[config.mk]
export PLATFORM = sky130hd
export DESIGN_NAME = keypad_scanner_flat
export DESIGN_NICKNAME = d
export VERILOG_FILES = /design/src/rtl/keypad_scanner_if.sv /design/src/rtl/keypad_scanner.sv /design/src/flat_wrapper.sv
export SDC_FILE = /design/constraint.sdc
export NUM_CORES = 1
export LEC_CHECK = 0
export CORE_AREA = 3 3 101 103
export CTS_CLUSTER_DIAMETER = 30
export DETAILED_ROUTE_END_ITERATION = 7
export DIE_AREA = 0 0 104 106
export GPL_TIMING_DRIVEN = 0
export PLACE_DENSITY = 0.61
export SYNTH_ARGS = -nofsm -noshare
export SYNTH_HDL_FRONTEND = slang
export SYNTH_SLANG_ARGS = --single-unit
[constraint.sdc]
create_clock -name clk -period 13.3 [get_ports clk]
set_clock_uncertainty 0.15 [all_clocks]
set_input_delay 1.33 -clock clk [delete_from_list [all_inputs] [get_ports clk]]
set_output_delay 1.33 -clock clk [all_outputs]
set_load 0.02 [all_outputs]
[src/rtl/keypad_scanner_if.sv]
// keypad_scanner_if: bundles the keypad matrix lines (column drive, row
// read-back) and the entry/key-event outputs of the keypad scanner.
// master: the scanner. slave: the keypad side and the downstream consumers
// (display driver, game logic).
interface keypad_scanner_if;
  logic [3:0]  row;
  logic [3:0]  col;
  logic [13:0] val;
  logic [3:0]  key_code;
  logic        key_valid;
  logic        enter;

  modport master (
    input  row,
    output col,
    output val,
    output key_code,
    output key_valid,
    output enter
  );

  modport slave (
    output row,
    input  col,
    input  val,
    input  key_code,
    input  key_valid,
    input  enter
  );
endinterface

[src/rtl/keypad_scanner.sv]
// keypad_scanner: scans a 4x4 active-low keypad one column at a time,
// debounces presses and releases over whole scan ticks, and folds accepted
// keys into a 4-digit decimal entry value with per-key event pulses.
// Optional build macro: KEYPAD_BACKSPACE_EN -- when defined, key D removes
// the last entered digit (val <- val/10); otherwise D only reports its code.
module keypad_scanner #(
  parameter int SCAN_DIV       = 65536,
  parameter int DEBOUNCE_SCANS = 4
) (
  input logic               clk,
  input logic               rst,
  keypad_scanner_if.master  kp
);

  localparam int              DIV_W   = (SCAN_DIV > 1) ? $clog2(SCAN_DIV) : 1;
  localparam logic [DIV_W-1:0] DIV_MAX = DIV_W'(SCAN_DIV - 1);
  localparam logic [3:0]      DEB_N   = 4'(DEBOUNCE_SCANS);

  typedef enum logic [1:0] {
    ST_IDLE     = 2'd0,
    ST_DEBOUNCE = 2'd1,
    ST_RELEASE  = 2'd2
  } state_t;

  // Key code for a (row, column) position of the matrix.
  function automatic logic [3:0] key_code_f(input logic [1:0] r, input logic [1:0] c);
    logic [3:0] code;
    case ({r, c})
      4'h0:    code = 4'd1;
      4'h1:    code = 4'd2;
      4'h2:    code = 4'd3;
      4'h3:    code = 4'd10;
      4'h4:    code = 4'd4;
      4'h5:    code = 4'd5;
      4'h6:    code = 4'd6;
      4'h7:    code = 4'd11;
      4'h8:    code = 4'd7;
      4'h9:    code = 4'd8;
      4'hA:    code = 4'd9;
      4'hB:    code = 4'd12;
      4'hC:    code = 4'd14;
      4'hD:    code = 4'd0;
      4'hE:    code = 4'd15;
      4'hF:    code = 4'd13;
      default: code = 4'd0;
    endcase
    return code;
  endfunction

  // Lowest-index low row wins when several rows are pulled low together.
  function automatic logic [1:0] low_row_f(input logic [3:0] rows);
    logic [1:0] idx;
    if (!rows[0]) begin
      idx = 2'd0;
    end else if (!rows[1]) begin
      idx = 2'd1;
    end else if (!rows[2]) begin
      idx = 2'd2;
    end else begin
      idx = 2'd3;
    end
    return idx;
  endfunction

  // New entry value after accepting a key; digits shift in from the right
  // and the oldest digit drops off so the result never exceeds 9999.
  function automatic logic [13:0] next_val_f(input logic [13:0] v, input logic [3:0] code);
    logic [13:0] nv;
    if (code <= 4'd9) begin
      nv = ((v % 14'd1000) * 14'd10) + {10'd0, code};
    end else begin
      case (code)
        4'd14:   nv = 14'd0;
`ifdef KEYPAD_BACKSPACE_EN
        4'd13:   nv = v / 14'd10;
`else
        4'd13:   nv = v;
`endif
        default: nv = v;
      endcase
    end
    return nv;
  endfunction

  state_t          state_r, state_s;
  logic [DIV_W-1:0] div_cnt_r;
  logic [1:0]      col_idx_r, col_idx_s;
  logic [1:0]      cand_row_r, cand_row_s;
  logic [3:0]      cnt_r, cnt_s;
  logic [3:0]      col_r;
  logic [13:0]     val_r, val_s;
  logic [3:0]      key_code_r, key_code_s;
  logic            key_valid_r, key_valid_s;
  logic            enter_r, enter_s;

  logic            tick_s;
  logic            pressed_s;
  logic [1:0]      low_row_s;
  logic            accept_s;
  logic [3:0]      accept_code_s;

  assign tick_s    = (div_cnt_r == DIV_MAX);
  assign pressed_s = (kp.row != 4'hF);
  assign low_row_s = low_row_f(kp.row);

  // Column dwell divider: the tick is the last cycle of each column slot.
  always_ff @(posedge clk) begin
    if (rst) begin
      div_cnt_r <= '0;
    end else if (tick_s) begin
      div_cnt_r <= '0;
    end else begin
      div_cnt_r <= div_cnt_r + DIV_W'(1);
    end
  end

  // Scan/debounce state register and registered outputs.
  always_ff @(posedge clk) begin
    if (rst) begin
      state_r     <= ST_IDLE;
      col_idx_r   <= 2'd0;
      cand_row_r  <= 2'd0;
      cnt_r       <= 4'd0;
      col_r       <= 4'b1110;
      val_r       <= 14'd0;
      key_code_r  <= 4'd0;
      key_valid_r <= 1'b0;
      enter_r     <= 1'b0;
    end else begin
      state_r     <= state_s;
      col_idx_r   <= col_idx_s;
      cand_row_r  <= cand_row_s;
      cnt_r       <= cnt_s;
      col_r       <= ~(4'b0001 << col_idx_s);
      val_r       <= val_s;
      key_code_r  <= key_code_s;
      key_valid_r <= key_valid_s;
      enter_r     <= enter_s;
    end
  end

  // Next-state logic: rows are only looked at on a tick; the column index
  // is frozen while a candidate key is debounced or held.
  always_comb begin
    state_s    = state_r;
    col_idx_s  = col_idx_r;
    cand_row_s = cand_row_r;
    cnt_s      = cnt_r;
    accept_s   = 1'b0;

    case (state_r)
      ST_IDLE: begin
        if (tick_s) begin
          if (pressed_s) begin
            cand_row_s = low_row_s;
            if (DEB_N == 4'd1) begin
              accept_s = 1'b1;
              cnt_s    = 4'd0;
              state_s  = ST_RELEASE;
            end else begin
              cnt_s   = 4'd1;
              state_s = ST_DEBOUNCE;
            end
          end else begin
            col_idx_s = col_idx_r + 2'd1;
          end
        end else begin
          state_s = ST_IDLE;
        end
      end

      ST_DEBOUNCE: begin
        if (tick_s) begin
          if (pressed_s && (low_row_s == cand_row_r)) begin
            if ((cnt_r + 4'd1) == DEB_N) begin
              accept_s = 1'b1;
              cnt_s    = 4'd0;
              state_s  = ST_RELEASE;
            end else begin
              cnt_s = cnt_r + 4'd1;
            end
          end else begin
            cnt_s     = 4'd0;
            col_idx_s = col_idx_r + 2'd1;
            state_s   = ST_IDLE;
          end
        end else begin
          state_s = ST_DEBOUNCE;
        end
      end

      ST_RELEASE: begin
        if (tick_s) begin
          if (!pressed_s) begin
            if ((cnt_r + 4'd1) == DEB_N) begin
              cnt_s     = 4'd0;
              col_idx_s = col_idx_r + 2'd1;
              state_s   = ST_IDLE;
            end else begin
              cnt_s = cnt_r + 4'd1;
            end
          end else begin
            cnt_s = 4'd0;
          end
        end else begin
          state_s = ST_RELEASE;
        end
      end

      default: begin
        state_s = ST_IDLE;
        cnt_s   = 4'd0;
      end
    endcase
  end

  // Accept action: key event pulses and entry value update.
  always_comb begin
    accept_code_s = key_code_f(cand_row_s, col_idx_r);
    val_s         = val_r;
    key_code_s    = key_code_r;
    key_valid_s   = 1'b0;
    enter_s       = 1'b0;
    if (accept_s) begin
      val_s       = next_val_f(val_r, accept_code_s);
      key_code_s  = accept_code_s;
      key_valid_s = 1'b1;
      enter_s     = (accept_code_s == 4'd15);
    end else begin
      val_s = val_r;
    end
  end

  assign kp.col       = col_r;
  assign kp.val       = val_r;
  assign kp.key_code  = key_code_r;
  assign kp.key_valid = key_valid_r;
  assign kp.enter     = enter_r;

endmodule
[src/flat_wrapper.sv]
// flat-port wrapper written by rule: the top's interface ports become plain ports
module keypad_scanner_flat 
#(
  parameter int SCAN_DIV       = 65536,
  parameter int DEBOUNCE_SCANS = 4
)
  (clk, rst, kp_row, kp_col, kp_val, kp_key_code, kp_key_valid, kp_enter);
  keypad_scanner_if kp_i ();
  input logic clk;
  input logic rst;
  input wire logic [$bits(kp_i.row)-1:0] kp_row;
  output wire logic [$bits(kp_i.col)-1:0] kp_col;
  output wire logic [$bits(kp_i.val)-1:0] kp_val;
  output wire logic [$bits(kp_i.key_code)-1:0] kp_key_code;
  output wire logic [$bits(kp_i.key_valid)-1:0] kp_key_valid;
  output wire logic [$bits(kp_i.enter)-1:0] kp_enter;
  assign kp_i.row = kp_row;
  assign kp_col = kp_i.col;
  assign kp_val = kp_i.val;
  assign kp_key_code = kp_i.key_code;
  assign kp_key_valid = kp_i.key_valid;
  assign kp_enter = kp_i.enter;
  keypad_scanner #(.SCAN_DIV(SCAN_DIV), .DEBOUNCE_SCANS(DEBOUNCE_SCANS)) u_core (.clk(clk), .rst(rst), .kp(kp_i));
endmodule
==> results of run 1 <==
## cell type report
class                           instances  area [um^2]  area share [%]
Buffer                                 25          128            2.68
Clock buffer                            6         82.6            1.73
Clock inverter                          2         12.5           0.262
Inverter                               22         82.6            1.73
Multi-Input combinational cell        416         3020            63.3
Sequential cell                        50         1000            21.0
Tap cell                              129          161            3.39
Timing Repair Buffer                   28          280            5.88
## flip-flops by register name, indices dropped and copies added, names as in the netlist
signal               count
u_core.cand_row_r        2
u_core.cnt_r             4
u_core.col_idx_r         2
u_core.div_cnt_r        16
u_core.kp.col            4
u_core.kp.enter          1
u_core.kp.key_code       4
u_core.kp.key_valid      1
u_core.kp.val           14
u_core.state_r           2
## kinds of logic (layout without fill, tap and decap cells)
family | count (synthesis) | after routing | synth area share (%)
other | 1 | 2 | 0.0887
flip-flops | 50 | 50 | 23.7
multiplexers | 19 | 19 | 4.97
adder cells (fa/ha/maj) | 32 | 32 | 9.68
AO/OA/AOI/OAI | 130 | 130 | 23.2
AND/OR/NAND/NOR | 185 | 185 | 23.4
buffers and inverters | 47 | 83 | 4.97
XOR/XNOR | 48 | 48 | 9.95
## routing by layer
metal / track usage (%) / share of wire (%)
met5: 0 / 0
met2: 28.9 / 44
met4: 3.51 / 0.58
met1: 25.8 / 52
met3: 2.61 / 3.6
## per-stage QoR
stage / cell area (um^2) / worst slack (ns) / power [mW]
finish: 4770 / 6.94 / 0.251
global route: 4770 / 6.43 / 0.261
CTS: 4770 / 6.90 / 0.254
detailed placement: 4670 / 6.94 / 0.163
global placement: 4670 / 7.03 / 0.163
floorplan: 4230 / 7.56 / 0.160
## worst max-delay path by stage
stage,to,cells past startpoint
floorplan,u_core.kp.val[13],28
global placement,u_core.kp.val[13],27
detailed placement,u_core.kp.val[13],28
CTS,u_core.kp.val[13],28
global route,u_core.kp.val[13],27
finish,u_core.kp.val[13],28
## power by group through the flow
stage	Combinational [mW]	Clock, mW	Sequential (mW)
3_5_place_dp	0.00900	0	0.154
5_1_grt	0.0103	0.0999	0.151
4_1_cts	0.00908	0.0940	0.151
6_report	0.00896	0.0908	0.151
2_1_floorplan	0.00553	0	0.154
3_3_place_gp	0.00888	0	0.154
## cell usage after synthesis, types with 9 or more instances
cell type	count	area [um^2]
a21oi_1	35	175
a22oi_1	12	90.1
and3_1	9	56.3
buf_2	9	45.0
clkbuf_1	10	37.5
dfxtp_1	50	1000
ha_1	27	338
inv_1	22	82.6
mux2i_1	10	100
nand2_1	28	105
nand3_1	19	95.1
nor2_1	64	240
nor3_1	9	45.0
o21ai_0	13	65.1
xnor2_1	28	245
xor2_1	20	175
==> impl_metrics.py, run 1 <==
metrics = {
    "sta": {
        "rsz0062_at_grt": "no",
        "worst_pin_slew_ns": 0.541,
        "drv_slew": 0,
        "period_needed_ns": 6.36,
        "finalHoldViolCount": 0,
        "relSlewSlack_pct": 63.2,
        "tns_ns": 0,
        "finalSetupViolCount": 0,
        "fmax_mhz": 157,
        "finalCritPeriodShare_pct": 47.8,
        "hold_ws_ns": 0.309,
    },
    "die": {
        "dieHeight_um": 106,
        "rows": 35,
        "io_pins": 30,
        "die_w_um": 104,
        "die-area_mm2": 0.0110,
        "initial_utilization_pct": 45.5,
        "core-area_mm2": 0.00928,
    },
    "placed_design": {
        "io_buffers": 28,
        "dp.cells": 670,
        "gp_congestion": 0.834,
        "dp_hpwl_um": 7550,
    },
    "synth": {
        "synthArstFlopShare_pct": 0,
        "synth_seq_cells": 50,
        "ys_seq_area_share_pct": 23.7,
        "ys_types": 83,
        "netlist_area_mm2": 0.00423,
        "ys_warn_count": 0,
        "ys.flop_type": "dfxtp_1",
        "synth_edf_count": 0,
        "syn_inst": 512,
        "avgSynthCellArea_um2": 8.25,
    },
    "clocking": {
        "cts_buffer_depth": 2,
        "insertion_delay_ns": 0.30,
        "postCtsHoldBufs": 0,
        "cts_made_buffers": 5,
        "h-tree-depth": 2,
        "cts_resized": 0,
        "cts_setup_buffers": 0,
        "cts_sinks": 50,
        "cts-root-buf": "clkbuf_8",
        "cts_tree": "done",
        "clk_pin_slew_ns": 0.08,
    },
    "layout": {
        "fillers": 954,
        "antenna_cells": 0,
        "postLayoutCoreUtil_pct": 51.3,
        "fin_cells": 678,
        "layout_common_cells": "nor2_1 (64), dfxtp_1 (50), a21oi_1 (35)",
        "layout-drive-gt1-share_pct": 13.3,
        "fin_nets": 583,
        "syn_to_final_growth_pct": 12.8,
        "mostFrequentLayoutCell": "nor2_1",
    },
    "pwr": {
        "ir_drop_v": 0.0000476,
        "seq_power_share_pct": 60.2,
        "power_density_mw_per_mm2": 52.6,
        "comb_power_share_pct": 3.6,
        "p_leak_nw": 1.88,
        "p_sw_mw": 0.0551,
        "clkPwrFrac_pct": 36.2,
        "power.internal_mw": 0.196,
        "power_switching_share_pct": 22.0,
    },
    "min_path": {
        "holdCritStartpoint": "u_core.div_cnt_r[0]",
        "holdPathStages": 1,
        "hold_path_end": "u_core.div_cnt_r[0]",
        "hold_path.class": "reg -> reg",
    },
    "worst_setup_path": {
        "startpoint": "u_core.kp.val[8]",
        "rr_worst_depth": 28,
        "rrSetupSlack_ns": 6.94,
        "start_kind": "register",
        "crit_slowest_cell": "fa_1",
        "required_ns": 13.32,
        "timing.rr.end": "u_core.kp.val[13]",
        "path_buf_inv": 2,
        "crit_fanout": 10,
        "path_delay_family": "compound AO/OA/AOI/OAI gates",
        "worstPathArrival_ns": 6.38,
        "cp_slowest_stage_delay_ns": 0.46,
        "timing.rr.start": "u_core.kp.val[8]",
        "path_class": "reg -> reg",
        "endpoint_kind": "register",
    },
    "detailed_routing": {
        "via_count": 3699,
        "routed_wl_um": 9640,
        "drt_first_pass_iters": 5,
        "antenna_left": 0,
        "drt-initial-drc-count": 210,
        "drc": 0,
        "via_per_inst": 5.46,
        "drt-wirelength-per-cell_um": 14.2,
    },
    "global_routing": {
        "overflow": 0,
        "grt_max_degree": 16,
        "antenna_found_initial": 0,
        "track_usage_pct": 18.0,
        "grt_pass1_wl_um": 16900,
        "grt_pass1_vias": 3537,
    },
    "job": {
        "drv_cap": 0,
    },
    "outcome": {
        "status": "completed",
    },
}
Power figures use the tool's default switching activity.
==> run 2, diff against run 1 <==
==> constraint.sdc (replaced) <==
create_clock -name clk -period 6.5 [get_ports clk]
set_clock_uncertainty 0.15 [all_clocks]
set_input_delay 0.65 -clock clk [delete_from_list [all_inputs] [get_ports clk]]
set_output_delay 0.65 -clock clk [all_outputs]
set_load 0.02 [all_outputs]
==> run 2 against run 1 <==
Compared with the run above: wire length grew 1.9%; global-route usage stayed put; utilization is 1.6 points higher.
==> impl_metrics.py, run 2 (synthesis gave the netlist of run 1 again) <==
metrics = {
    "outcome": {
        "status": "completed",
    },
    "min_path": {
        "holdPathStages": 1,
        "hold_path_end": "u_core.div_cnt_r[0]",
        "hold_path.class": "reg -> reg",
        "holdCritStartpoint": "u_core.div_cnt_r[0]",
    },
    "placed_design": {
        "dp_hpwl_um": 7550,
        "gp_congestion": 0.834,
        "placed_cell_area_mm2": 0.00467,
        "io_buffers": 28,
        "dp.cells": 670,
    },
    "sta": {
        "fmax_mhz": 164,
        "finalHoldViolCount": 0,
        "finalSetupViolCount": 0,
        "drv_slew": 0,
        "relSlewSlack_pct": 63.2,
        "period_needed_ns": 6.09,
        "worst_pin_slew_ns": 0.541,
        "hold_ws_ns": 0.309,
        "finalCritPeriodShare_pct": 93.7,
    },
    "layout": {
        "fin_nets": 587,
        "largest_reg_flops": 16,
        "syn_to_final_growth_pct": 16.4,
        "post-route-cell-area_mm2": 0.00492,
        "largest_register": "u_core.div_cnt_r",
        "layout-drive-gt1-share_pct": 16.6,
        "layout_common_cells": "nor2_1 (64), dfxtp_1 (46), a21oi_1 (31), nand2_1 (28), clkdlybuf4s50_1 (28)",
        "mostFrequentLayoutCell": "nor2_1",
        "fin_cells": 682,
        "antenna_cells": 0,
    },
    "clocking": {
        "h-tree-depth": 2,
        "cts_made_buffers": 5,
        "cts_buffer_depth": 2,
        "cts-root-buf": "clkbuf_8",
        "insertion_delay_ns": 0.30,
        "cts_tree": "done",
        "clk_pin_slew_ns": 0.08,
        "cts_sinks": 50,
    },
    "worst_setup_path": {
        "start_kind": "register",
        "timing.rr.end": "u_core.kp.val[13]",
        "worstPathArrival_ns": 6.11,
        "rr_worst_depth": 28,
        "path_class": "reg -> reg",
        "rrSetupSlack_ns": 0.41,
        "timing.rr.start": "u_core.kp.val[8]",
        "crit_top_cell": "xnor2_1",
        "required_ns": 6.52,
        "crit_fanout": 10,
        "endpoint_kind": "register",
        "cp_slowest_stage_delay_ns": 0.46,
        "crit_slowest_cell": "fa_1",
    },
    "pwr": {
        "power_density_mw_per_mm2": 104,
        "power.internal_mw": 0.400,
        "p_leak_nw": 1.94,
        "clkPwrFrac_pct": 36.2,
        "p_sw_mw": 0.113,
        "ir_drop_v": 0.0000974,
        "power_switching_share_pct": 22.0,
        "comb_power_share_pct": 3.6,
        "seq_power_share_pct": 60.2,
    },
    "global_routing": {
        "use_met3_pct": 2.61,
        "grt_max_degree": 16,
        "overflow": 0,
        "grt_pass1_vias": 3537,
        "antenna_found_initial": 0,
        "grt_pass1_wl_um": 16900,
        "gr-usage-met1_pct": 25.8,
        "track_usage_pct": 18.0,
        "met2_usage_pct": 28.9,
        "busiest_layer": "met2",
    },
    "detailed_routing": {
        "drc": 0,
        "routed_wl_um": 9820,
        "antenna_left": 0,
        "drt-initial-drc-count": 184,
        "via_per_inst": 5.50,
        "drt_first_pass_iters": 4,
        "via_count": 3753,
        "drt-wirelength-per-cell_um": 14.4,
    },
    "die": {
        "io_pins": 30,
        "initial_utilization_pct": 45.5,
        "die-area_mm2": 0.0110,
        "die_w_um": 104,
        "rows": 35,
        "core-area_mm2": 0.00928,
        "dieHeight_um": 106,
    },
    "job": {
        "drv_cap": 0,
    },
}
[run 2: routing by layer]
metal / up-vias / wire (um)
met5: - / 0
met4: 0 / 47
met3: 4 / 342
met2: 70 / 4370
met1: 1755 / 5060
li1: 1924 / -
[run 2: how the worst max path moves through the flow]
stage | startpoint | end | slack (ns)
after floorplan | u_core.kp.val[8] | u_core.kp.val[13] | 0.76
after global placement | u_core.kp.val[11] | u_core.kp.val[13] | 0.23
after detailed placement | u_core.kp.val[8] | u_core.kp.val[13] | 0.14
after CTS | u_core.kp.val[8] | u_core.kp.val[13] | 0.10
after global routing | u_core.kp.val[8] | u_core.kp.val[13] | -0.004
final | u_core.kp.val[8] | u_core.kp.val[13] | 0.41
[run 2: repair_timing]
item	in CTS	in global routing
endpoints found under the setup margin	0	3
resized for setup	0	32
hold buffers	0	0
buffers inserted	0	4
[run 2: cell type report]
type	count	area (um^2)
timing repair buffer	32	310
tap	129	161
clock inverter	2	12.5
buffer	25	144
inverter	22	82.6
fill	941	4360
sequential	50	1010
clock buffer	6	82.6
multi-input combinational	416	3120
[run 2: power by group through the flow]
stage | logic, mW | clock network [mW] | registers (mW)
4_1_cts | 0.0186 | 0.192 | 0.309
3_3_place_gp | 0.0182 | 0 | 0.316
6_report | 0.0183 | 0.186 | 0.309
5_1_grt | 0.0211 | 0.204 | 0.309
3_5_place_dp | 0.0184 | 0 | 0.316
2_1_floorplan | 0.0113 | 0 | 0.316
[run 2: stage by stage]
step	TNS (ns)	worst slack, ns	total power [mW]	utilization, %
global route	-0.00355	-0.00355	0.535	53.0
CTS	0	0.102	0.520	51.3
global placement	0	0.226	0.334	50.3
finish	0	0.409	0.513	53.0
detailed placement	0	0.142	0.335	50.3
floorplan	0	0.764	0.327	-
[run 2: critical path: cells and delay by family (launching register included)]
| kind | cells | cell delay (ns) |
|---|---|---|
| buf+inv | 2 | 0.40 |
| simple gates | 6 | 0.71 |
| flops | 1 | 0.34 |
| xor+xnor | 4 | 0.69 |
| fa+ha+maj | 2 | 0.78 |
| compound gates | 14 | 2.86 |
